File: config.mk
export PLATFORM = sky130hd
export DESIGN_NAME = alu_arbiter
export DESIGN_NICKNAME = d
export VERILOG_FILES = /design/src/rtl/alu_arb_pkg.sv /design/src/rtl/alu_arbiter_rr.sv /design/src/rtl/alu_arbiter.sv
export SDC_FILE = /design/constraint.sdc
export NUM_CORES = 1
export LEC_CHECK = 0
export CORE_UTILIZATION = 42
export DETAILED_ROUTE_END_ITERATION = 10
export PLACE_DENSITY_LB_ADDON = 0.12
export SYNTH_ARGS = -nofsm -noshare
export SYNTH_HDL_FRONTEND = slang
export SYNTH_SLANG_ARGS = --single-unit
export TNS_END_PERCENT = 10
File: constraint.sdc
create_clock -name clk -period 3.1 [get_ports clk]
set_input_delay 0.465 -clock clk [delete_from_list [all_inputs] [get_ports clk]]
set_output_delay 0.465 -clock clk [all_outputs]
set_load 0.01 [all_outputs]
File: src/rtl/alu_arb_pkg.sv
`default_nettype none
// ============================================================================
// Module   : alu_arb_pkg
// Brief    : Shared types, constants and helpers for the two-way ALU arbiter.
// Revision : 1.0 - initial release
// ============================================================================
package alu_arb_pkg;

    localparam int W      = 16;
    localparam int FLAG_Z = 2;
    localparam int FLAG_V = 1;
    localparam int FLAG_N = 0;

    typedef enum logic [2:0] {
        OP_ADD = 3'd0,
        OP_SUB = 3'd1,
        OP_XOR = 3'd2,
        OP_RED = 3'd3
    } alu_opcode_e;

    localparam logic [1:0] IDLE = 2'd0;
    localparam logic [1:0] EXEC = 2'd1;
    localparam logic [1:0] RESP = 2'd2;

    function automatic logic op_is_arith(input logic [2:0] op);
        return (op == OP_ADD) || (op == OP_SUB);
    endfunction

    function automatic logic op_is_illegal(input logic [2:0] op);
        return op[2];
    endfunction

    // ADD/SUB refresh all three flags; logic ops only refresh Z.
    function automatic logic [2:0] merge_flags(input logic [2:0] op,
                                               input logic [2:0] cur,
                                               input logic [2:0] alu);
        logic [2:0] res;
        res = cur;
        if (op_is_arith(op)) begin
            res = alu;
        end else begin
            res[FLAG_Z] = alu[FLAG_Z];
        end
        return res;
    endfunction

endpackage
`default_nettype wire

File: src/rtl/alu_arbiter_rr.sv
`default_nettype none
// ============================================================================
// Module   : alu_rr_arb
// Brief    : Combinational two-way round-robin arbiter; pointer lives in parent.
// Revision : 1.0 - initial release
// ============================================================================
module alu_rr_arb (
    input  logic [1:0] i_valid,
    input  logic       i_last_grant,
    output logic [1:0] o_grant
);
    import alu_arb_pkg::*;

    always_comb begin
        o_grant = 2'b00;
        case (i_valid)
            2'b01:   o_grant = 2'b01;
            2'b10:   o_grant = 2'b10;
            2'b11:   o_grant = i_last_grant ? 2'b01 : 2'b10;
            default: o_grant = 2'b00;
        endcase
    end

endmodule
`default_nettype wire

File: src/rtl/alu_arbiter.sv
`default_nettype none
// ============================================================================
// Module   : alu_arbiter
// Brief    : Shares one external ALU between two requesters (round robin),
//            returns tagged responses and keeps per-requester flags.
// Options  : define ALU_ARB_STAT_EN to add sat_cnt0/sat_cnt1 overflow counters.
// Revision : 1.0 - initial release
// ============================================================================
module alu_arbiter #(
    parameter int ALU_LAT = 0,
    parameter int W       = 16
) (
    input  logic         clk,
    input  logic         rst,
    input  logic         req0_valid,
    output logic         req0_ready,
    input  logic [2:0]   req0_op,
    input  logic [W-1:0] req0_a,
    input  logic [W-1:0] req0_b,
    input  logic         req1_valid,
    output logic         req1_ready,
    input  logic [2:0]   req1_op,
    input  logic [W-1:0] req1_a,
    input  logic [W-1:0] req1_b,
    output logic         rsp_valid,
    input  logic         rsp_ready,
    output logic         rsp_id,
    output logic [W-1:0] rsp_data,
    output logic         rsp_err,
    output logic [2:0]   flags0,
    output logic [2:0]   flags1,
    output logic [W-1:0] alu_in1,
    output logic [W-1:0] alu_in2,
    output logic [2:0]   alu_op,
    input  logic [W-1:0] alu_out,
    input  logic [2:0]   alu_flags,
    input  logic         alu_error
`ifdef ALU_ARB_STAT_EN
    ,
    output logic [15:0]  sat_cnt0,
    output logic [15:0]  sat_cnt1
`endif
);
    import alu_arb_pkg::*;

    localparam logic [1:0] c_ALU_LAT = 2'(ALU_LAT);

    logic [1:0]   r_state_q,      w_state_d;
    logic [1:0]   r_cnt_q,        w_cnt_d;
    logic         r_last_grant_q, w_last_grant_d;
    logic         r_op_id_q,      w_op_id_d;
    logic [2:0]   r_op_code_q,    w_op_code_d;
    logic [W-1:0] r_op_a_q,       w_op_a_d;
    logic [W-1:0] r_op_b_q,       w_op_b_d;
    logic         r_rsp_id_q,     w_rsp_id_d;
    logic [W-1:0] r_rsp_data_q,   w_rsp_data_d;
    logic         r_rsp_err_q,    w_rsp_err_d;
    logic [2:0]   r_flags0_q,     w_flags0_d;
    logic [2:0]   r_flags1_q,     w_flags1_d;
    logic [1:0]   w_grant;
    logic         w_capture;
    logic         w_err;

    alu_rr_arb u_arb (
        .i_valid      ({req1_valid, req0_valid}),
        .i_last_grant (r_last_grant_q),
        .o_grant      (w_grant)
    );

    // Grants are only offered from IDLE and never while reset is held.
    assign req0_ready = ~rst & (r_state_q == IDLE) & w_grant[0];
    assign req1_ready = ~rst & (r_state_q == IDLE) & w_grant[1];

    always_comb begin
        w_state_d      = r_state_q;
        w_cnt_d        = r_cnt_q;
        w_last_grant_d = r_last_grant_q;
        w_op_id_d      = r_op_id_q;
        w_op_code_d    = r_op_code_q;
        w_op_a_d       = r_op_a_q;
        w_op_b_d       = r_op_b_q;
        w_capture      = 1'b0;
        case (r_state_q)
            IDLE: begin
                if (|w_grant) begin
                    w_op_id_d      = w_grant[1];
                    w_op_code_d    = w_grant[1] ? req1_op : req0_op;
                    w_op_a_d       = w_grant[1] ? req1_a  : req0_a;
                    w_op_b_d       = w_grant[1] ? req1_b  : req0_b;
                    w_last_grant_d = w_grant[1];
                    w_cnt_d        = c_ALU_LAT;
                    w_state_d      = EXEC;
                end
            end
            EXEC: begin
                if (r_cnt_q == 2'd0) begin
                    w_capture = 1'b1;
                    w_state_d = RESP;
                end else begin
                    w_cnt_d = r_cnt_q - 2'd1;
                end
            end
            RESP: begin
                if (rsp_ready) begin
                    w_state_d = IDLE;
                end
            end
            default: w_state_d = IDLE;
        endcase
    end

    always_comb begin
        w_err        = alu_error | op_is_illegal(r_op_code_q);
        w_rsp_id_d   = r_rsp_id_q;
        w_rsp_data_d = r_rsp_data_q;
        w_rsp_err_d  = r_rsp_err_q;
        w_flags0_d   = r_flags0_q;
        w_flags1_d   = r_flags1_q;
        if (w_capture) begin
            w_rsp_id_d   = r_op_id_q;
            w_rsp_data_d = alu_out;
            w_rsp_err_d  = w_err;
            // A failed operation leaves the requester's flags untouched.
            if (!w_err) begin
                if (r_op_id_q) begin
                    w_flags1_d = merge_flags(r_op_code_q, r_flags1_q, alu_flags);
                end else begin
                    w_flags0_d = merge_flags(r_op_code_q, r_flags0_q, alu_flags);
                end
            end
        end
    end

    always_ff @(posedge clk or posedge rst) begin
        if (rst) begin
            r_state_q      <= IDLE;
            r_cnt_q        <= 2'd0;
            r_last_grant_q <= 1'b1;
            r_op_id_q      <= 1'b0;
            r_op_code_q    <= 3'd0;
            r_op_a_q       <= '0;
            r_op_b_q       <= '0;
            r_rsp_id_q     <= 1'b0;
            r_rsp_data_q   <= '0;
            r_rsp_err_q    <= 1'b0;
            r_flags0_q     <= 3'd0;
            r_flags1_q     <= 3'd0;
        end else begin
            r_state_q      <= w_state_d;
            r_cnt_q        <= w_cnt_d;
            r_last_grant_q <= w_last_grant_d;
            r_op_id_q      <= w_op_id_d;
            r_op_code_q    <= w_op_code_d;
            r_op_a_q       <= w_op_a_d;
            r_op_b_q       <= w_op_b_d;
            r_rsp_id_q     <= w_rsp_id_d;
            r_rsp_data_q   <= w_rsp_data_d;
            r_rsp_err_q    <= w_rsp_err_d;
            r_flags0_q     <= w_flags0_d;
            r_flags1_q     <= w_flags1_d;
        end
    end

    assign rsp_valid = (r_state_q == RESP);
    assign rsp_id    = r_rsp_id_q;
    assign rsp_data  = r_rsp_data_q;
    assign rsp_err   = r_rsp_err_q;
    assign flags0    = r_flags0_q;
    assign flags1    = r_flags1_q;
    assign alu_in1   = r_op_a_q;
    assign alu_in2   = r_op_b_q;
    assign alu_op    = r_op_code_q;

`ifdef ALU_ARB_STAT_EN
    logic [15:0] r_sat_cnt0_q, w_sat_cnt0_d;
    logic [15:0] r_sat_cnt1_q, w_sat_cnt1_d;
    logic        w_sat_hit;

    always_comb begin
        w_sat_hit    = w_capture & op_is_arith(r_op_code_q) & alu_flags[FLAG_V];
        w_sat_cnt0_d = r_sat_cnt0_q;
        w_sat_cnt1_d = r_sat_cnt1_q;
        if (w_sat_hit && !r_op_id_q && (r_sat_cnt0_q != 16'hFFFF)) begin
            w_sat_cnt0_d = r_sat_cnt0_q + 16'd1;
        end
        if (w_sat_hit && r_op_id_q && (r_sat_cnt1_q != 16'hFFFF)) begin
            w_sat_cnt1_d = r_sat_cnt1_q + 16'd1;
        end
    end

    always_ff @(posedge clk or posedge rst) begin
        if (rst) begin
            r_sat_cnt0_q <= 16'd0;
            r_sat_cnt1_q <= 16'd0;
        end else begin
            r_sat_cnt0_q <= w_sat_cnt0_d;
            r_sat_cnt1_q <= w_sat_cnt1_d;
        end
    end

    assign sat_cnt0 = r_sat_cnt0_q;
    assign sat_cnt1 = r_sat_cnt1_q;
`endif

endmodule
`default_nettype wire

==> results of run 1 <==
## through the flow
step	cell area (um^2)	hold slack [ps]	cells
global placement	4512	459.9	500
detailed placement	4512	473.3	500
floorplan	2863	451.0	280
CTS	4707	487.9	515
global route	4707	494.0	515
finish	4707	485.0	515
## cell usage after synthesis
cell       count  area [um^2]
a22o_1         1        8.760
nor2_2         1        6.260
nand2_1       72        270.3
mux2_2        21        236.5
dfrtp_1       64         1602
or2_2          2        12.51
or3b_1         1        8.760
o21ai_0        3        15.01
dfstp_2        1        26.28
nor2_1         3        11.26
a21bo_2        1        10.01
a21boi_2       1        11.26
nand4bb_1      1        11.26
a21oi_1       36        180.2
buf_1          1        3.750
or4b_4         1        13.76
clkbuf_1       8        30.03
inv_1          4        15.01
ha_1           1        12.51
nor4_1         1        6.260
nand3b_4       1        20.02
a31oi_1       36        225.2
mux2i_1        1        10.01
o22ai_1        1        6.260
nor3_1         2        10.01
nor4b_1        1        8.760
nand2b_1       1        6.260
buf_2         11        55.05
mux2_4         2        30.03
## cell type report
| class | instances | share of cell area [%] |
|---|---|---|
| Tap cell | 77 | 2.047 |
| Timing Repair Buffer | 163 | 34.56 |
| Clock inverter | 3 | 0.8506 |
| Inverter | 4 | 0.3190 |
| Multi-Input combinational cell | 191 | 24.35 |
| Clock buffer | 12 | 3.296 |
| Sequential cell | 65 | 34.58 |
## layer usage
metal | GRT usage (%) | part of all wire, % | vias to the layer above
met5 | 0 | 0 | -
met2 | 38.21 | 48 | 111
met4 | 8.783 | 1.2 | 0
met1 | 27.92 | 41 | 1267
li1 | - | - | 1284
met3 | 6.785 | 9.4 | 11
## state kept, by name (all words and copies together), names as in the netlist, 2 cells and up
| name | cells |
|---|---|
| alu_in2 | 16 |
| flags0 | 3 |
| alu_in1 | 16 |
| r_cnt_q | 2 |
| r_state_q | 2 |
| alu_op | 3 |
| rsp_data | 16 |
| flags1 | 3 |
## path summary, 6_finish.rpt
kind                          endpoint  slack (ps)       start  cells past startpoint
setup reg to reg             flags0[0]        1140  r_cnt_q[0]                      5
min in group asynchronous   alu_in2[2]         620         rst                      2
hold reg to reg             r_cnt_q[0]         480  r_cnt_q[0]                      1
hold / removal              r_cnt_q[0]         480  r_cnt_q[0]                      1
max in group asynchronous  alu_in2[15]        1850         rst                      3
setup / recovery            req1_ready         620  req0_valid                      4
## cells by family (layout without fill, tap and decap cells)
kind of cell | count (synthesis) | in the layout | share of synthesized area [%]
buffers and inverters | 24 | 182 | 3.627
flip-flops | 65 | 65 | 56.86
AND/OR/NAND/NOR | 87 | 87 | 13.46
adder cells (fa/ha/maj) | 1 | 1 | 0.4370
AO/OA/AOI/OAI | 79 | 79 | 15.95
multiplexers | 24 | 24 | 9.659
## worst max-delay path, delay by kind of cell
kind / cells / cell delay (ps)
AO/OA/AOI/OAI: 1 / 270
AND/OR/NAND/NOR: 1 / 190
buffers and inverters: 2 / 1090
## where the power goes
| group | switching [uW] | total [uW] | internal (uW) | leakage [uW] |
|---|---|---|---|---|
| Sequential | 256 | 1540 | 1280 | 0.000753 |
| Combinational | 924 | 2140 | 1210 | 0.00111 |
| Clock | 310 | 718 | 409 | 0.000102 |
| Total | 1490 | 4400 | 2910 | 0.00197 |
==> results.md, run 1 <==
* Die height at 84.56 um
* Drt pass-1 iters at 7
* HPWL after DPL at 5439 um
* Worst hold path class: flop to flop
* Post-CTS Hold Fix Bufs at 0
* Fillers at 496
* Worst Path Required at 2630 ps
* Initial drt markers at 103
* Clk slew on worst S/H paths at 60 ps
* Dpl ws at 602.2 ps
* Root buffer cell: clkbuf_8
* Path type of the worst setup path: input pin to output port
* Worst Setup End Kind: output port
* Crit path max fanout at 5
* WL/cell at 15.00 um
* Combined flip-flop and latch cell area at 0.001628 mm^2
* Die ar. at 0.007150 mm^2
* Slew HR at 54.90%
* Number of global-route vias before repair at 2739
* Nets@finish at 530
* Tmin final at 2479 ps
* Critical-path top delay cell: clkdlybuf4s50_1
* Gr usage total at 22.85%
* TritonCTS Buffers at 9
* Placeable core area at 0.006459 mm^2
* Port Buffers at 156
* CP max stage delay at 580 ps
* Pwr per Cell Area at 934.0 mW/mm^2
* Leak at 0.001969 uW
* Fin crit share at 79.98%
* Final setup violation count at 0
* Sum Neg Setup Slack at 0 ps
* Cts repair resizes at 0
* Starting Density at 44.32%
* Drt drc at 8
* Crit-path most repeated cell: clkdlybuf4s50_1
* Clock buffer depth at 2
* Worst VDD drop at 0.4763 mV
* TritonCTS clock tree: yes
* Vias/cell at 5.190
* Yosys warns at 0
* Drt total wl at 7725 um
* Startpoint Class: input pin
* Max Transition Viols Final at 0
* Sequential share of the synthesized area at 56.86%
* Commonest cells after routing, fill and taps aside: clkdlybuf4s50_1 (156), nand2_1 (72), dfrtp_1 (64)
* Final Total Pwr at 4396 uW
* Max Cap Viol at 0
* Post-CTS Setup Bufs at 0
* First-pass GRT wire length at 13000 um
* Die span in x at 84.56 um
* Worst setup margin at 620.6 ps
* Clk_skew at 5.280 ps
* Placer Congestion at 0.7252
* Antenna viol nets, final at 0
* Total clock sinks at 65
* Layout cell share with drive strength beyond 1 at 12.33%
* Final Hold Vio Count at 0
* RSZ-0062 raised after global routing: no
* Failing checks: design-rule violations
* Synth unique cells at 29
* Most common cell after layout, fill and taps aside: clkdlybuf4s50_1
* Synth Net Count at 376
* Outcome: finished with violations
* Initial antenna violation count at 0
* Worst EP arrival at 2010 ps
* Vias post-DR at 2673
* Mapped Area at 0.002863 mm^2
* Ant diodes at 0
* Largest net degree at the start of global routing at 39
* H-tree depth at 3
* Slew @ Worst Pin at 675.6 ps
* Max frequency at 0.4033 GHz
* Multi-input gate area at 0.001146 mm^2
* IO Count at 157
* P&R area growth vs syn at 64.42%
* Clk_lat worst skew at 330 ps
* Rows at 29
* Avg Inst Size Synth at 10.22 um^2
* Critical Path, Cell by Cell: clkdlybuf4s50_1 > a21bo_2 > nor3_1 > clkdlybuf4s50_1
* Total gr overflow at 0
* Layout Utilization at 72.88%
* Syn Inst Count at 280
* Synthesized flop and latch total at 65
No activity file was read; power rests on OpenSTA's default activity.
==> run 2: changes to the inputs <==
Settings changed: CORE_UTILIZATION 42 to 39.
Clock period 3.1 ns to 2.6 ns, I/O delays scaled along.
==> results.md, run 2 (same netlist as run 1, synthesis figures left out) <==
* Critical Path, Cell by Cell: clkdlybuf4s50_1 > or2_2 > nand2_1 > nor3_1 > clkdlybuf4s50_1
* Layout Utilization at 68.36% (-4.5 points)
* Worst EP arrival at 1930 ps (-80 ps)
* Worst setup margin at 277.3 ps (-343.3 ps)
* Drt total wl at 7757 um (+0.41%)
* Initial antenna violation count at 0 (unchanged)
* Sum Neg Setup Slack at 0 ps (unchanged)
* Number of global-route vias before repair at 2649 (-3.3%)
* Max frequency at 0.4305 GHz
* Fin crit share at 89.33%
* Worst Path Required at 2210 ps (-420 ps)
* Rows at 30 (+3.4%)
* Final setup violation count at 0 (unchanged)
* Pwr per Cell Area at 1117 mW/mm^2 (+20%)
* TritonCTS Buffers at 9 (unchanged)
* P&R area growth vs syn at 65.82%
* Final Hold Vio Count at 0 (unchanged)
* Critical-path top delay cell: clkdlybuf4s50_1
* Cts repair resizes at 0 (unchanged)
* Critical path buffers and inverters at 2 (unchanged)
* Fillers at 548 (+10%)
* Max Transition Viols Final at 0 (unchanged)
* Die height at 87.68 um (+3.7%)
* Area of placed instances at 0.004536 mm^2 (+0.53%)
* Final Total Pwr at 5304 uW (+21%)
* Clock buffer depth at 2 (unchanged)
* Ant diodes at 0 (unchanged)
* Drt drc at 0 (-8)
* CP max stage delay at 590 ps (about the same)
* IO Count at 157 (unchanged)
* Vias/cell at 5.065 (-2.4%)
* RSZ-0062 raised after global routing: no
* Worst Setup End Kind: output port
* Antenna viol nets, final at 0 (unchanged)
* Clk slew on worst S/H paths at 70 ps (about the same)
* Placer Congestion at 0.7214 (-0.52%)
* Worst VDD drop at 0.4522 mV (-5.1%)
* WL/cell at 14.50 um (-3.3%)
* Startpoint Class: input pin
* Slew HR at 72.83% (+18 points)
* HPWL after DPL at 5381 um (-1.1%)
* Commonest cells after routing, fill and taps aside: clkdlybuf4s50_1 (156), nand2_1 (72), dfrtp_1 (64)
* Worst hold path class: input pin to asynchronous set/reset pin
* Drt pass-1 iters at 4 (-3)
* Vias post-DR at 2710 (+1.4%)
* Combined flip-flop and latch cell area at 0.001628 mm^2 (unchanged)
* Starting Density at 41.23% (-3.1 points)
* Root buffer cell: clkbuf_8
* Layout cell share with drive strength beyond 1 at 12.30% (-0.028 points)
* Placeable core area at 0.006944 mm^2 (+7.5%)
* Die ar. at 0.007687 mm^2 (+7.5%)
* Post-CTS Hold Fix Bufs at 0 (unchanged)
* Initial drt markers at 84 (-18%)
* H-tree depth at 3 (unchanged)
* Largest net degree at the start of global routing at 39 (unchanged)
* TritonCTS clock tree: yes
* Total gr overflow at 0 (unchanged)
* Clk_skew at 8.007 ps (+2.727 ps)
* Crit path max fanout at 5 (unchanged)
* Die span in x at 87.68 um (+3.7%)
* Nets@finish at 530 (unchanged)
* First-pass GRT wire length at 12510 um (-3.8%)
* Clk_lat worst skew at 340 ps (about the same)
* Total clock sinks at 65 (unchanged)
* R2r setup slk at 630 ps (-510 ps)
* Crit-path most repeated cell: clkdlybuf4s50_1
* Multi-input gate area at 0.001146 mm^2 (unchanged)
* Dpl ws at 269.9 ps (-332.4 ps)
* Max Cap Viol at 0 (unchanged)
* Cell area after layout at 0.004747 mm^2 (+0.85%)
* Most common cell after layout, fill and taps aside: clkdlybuf4s50_1
* Leak at 0.001966 uW (-0.14%)
* Path type of the worst setup path: input pin to output port
* Post-CTS Setup Bufs at 0 (unchanged)
* Slew @ Worst Pin at 407.6 ps (-268.0 ps)
* Outcome: completed
* Gr usage total at 21.44% (-1.4 points)
* Tmin final at 2323 ps
* Top cell family by delay on the critical path: buffers and inverters
* Port Buffers at 156 (unchanged)
[run 2: cell types whose count changed in the layout (fill, tap and decap cells not counted), sizes merged]
cell,previous run,this run
clkinv,2,1
clkbuf,12,11
bufinv,1,2
clkinvlp,0,2
[run 2: stage by stage]
stage / std cells / hold slack, ps
after CTS: 535 / 392.2
after detailed placement: 519 / 470.2
after global routing: 535 / 410.4
final: 535 / 390.6
after global placement: 519 / 459.1
after floorplan: 280 / 451.0
[run 2: power by group]
part / leakage, uW / switching [uW] / internal [uW] / total, uW
Combinational: 0.00111 / 1110 / 1450 / 2560
Sequential: 0.000753 / 301 / 1530 / 1830
Clock: 0.0000995 / 377 / 539 / 916
[run 2: worst register-to-register path: stages, from the launching register on]
cell      delay [ps]
dfrtp_1          390
inv_1             70
ha_1             210
nand3b_4         280
or4b_4           600
mux2_4           310
[run 2: cell type report]
cell class | count | area share, %
clock buffer | 11 | 2.768
clock inverter | 5 | 1.687
inverter | 4 | 0.3163
multi-input combinational | 191 | 24.14
sequential | 65 | 34.29
tap | 96 | 2.530
timing repair buffer | 163 | 34.26
[run 2: path summary, 6_finish.rpt]
kind,endpoint,depth (start not counted),from
worst max-delay path,req0_ready,5,req0_valid
worst min-delay path,alu_in1[1],2,rst
worst max register to register,flags0[0],5,r_cnt_q[0]
worst min register to register,r_cnt_q[0],1,r_cnt_q[0]
max in group asynchronous,r_last_grant_q,3,rst
min in group clk,r_cnt_q[0],1,r_cnt_q[0]
[run 2: metal layers]
layer / vias to the layer above / routed length (um) / GRT usage, % / part of all wire [%]
li1: 1293 / - / - / -
met1: 1285 / 3157 / 25.92 / 41
met2: 120 / 3707 / 34.94 / 48
met3: 12 / 748 / 7.634 / 9.6
met4: 0 / 144 / 8.793 / 1.9
met5: - / 0 / 0 / 0
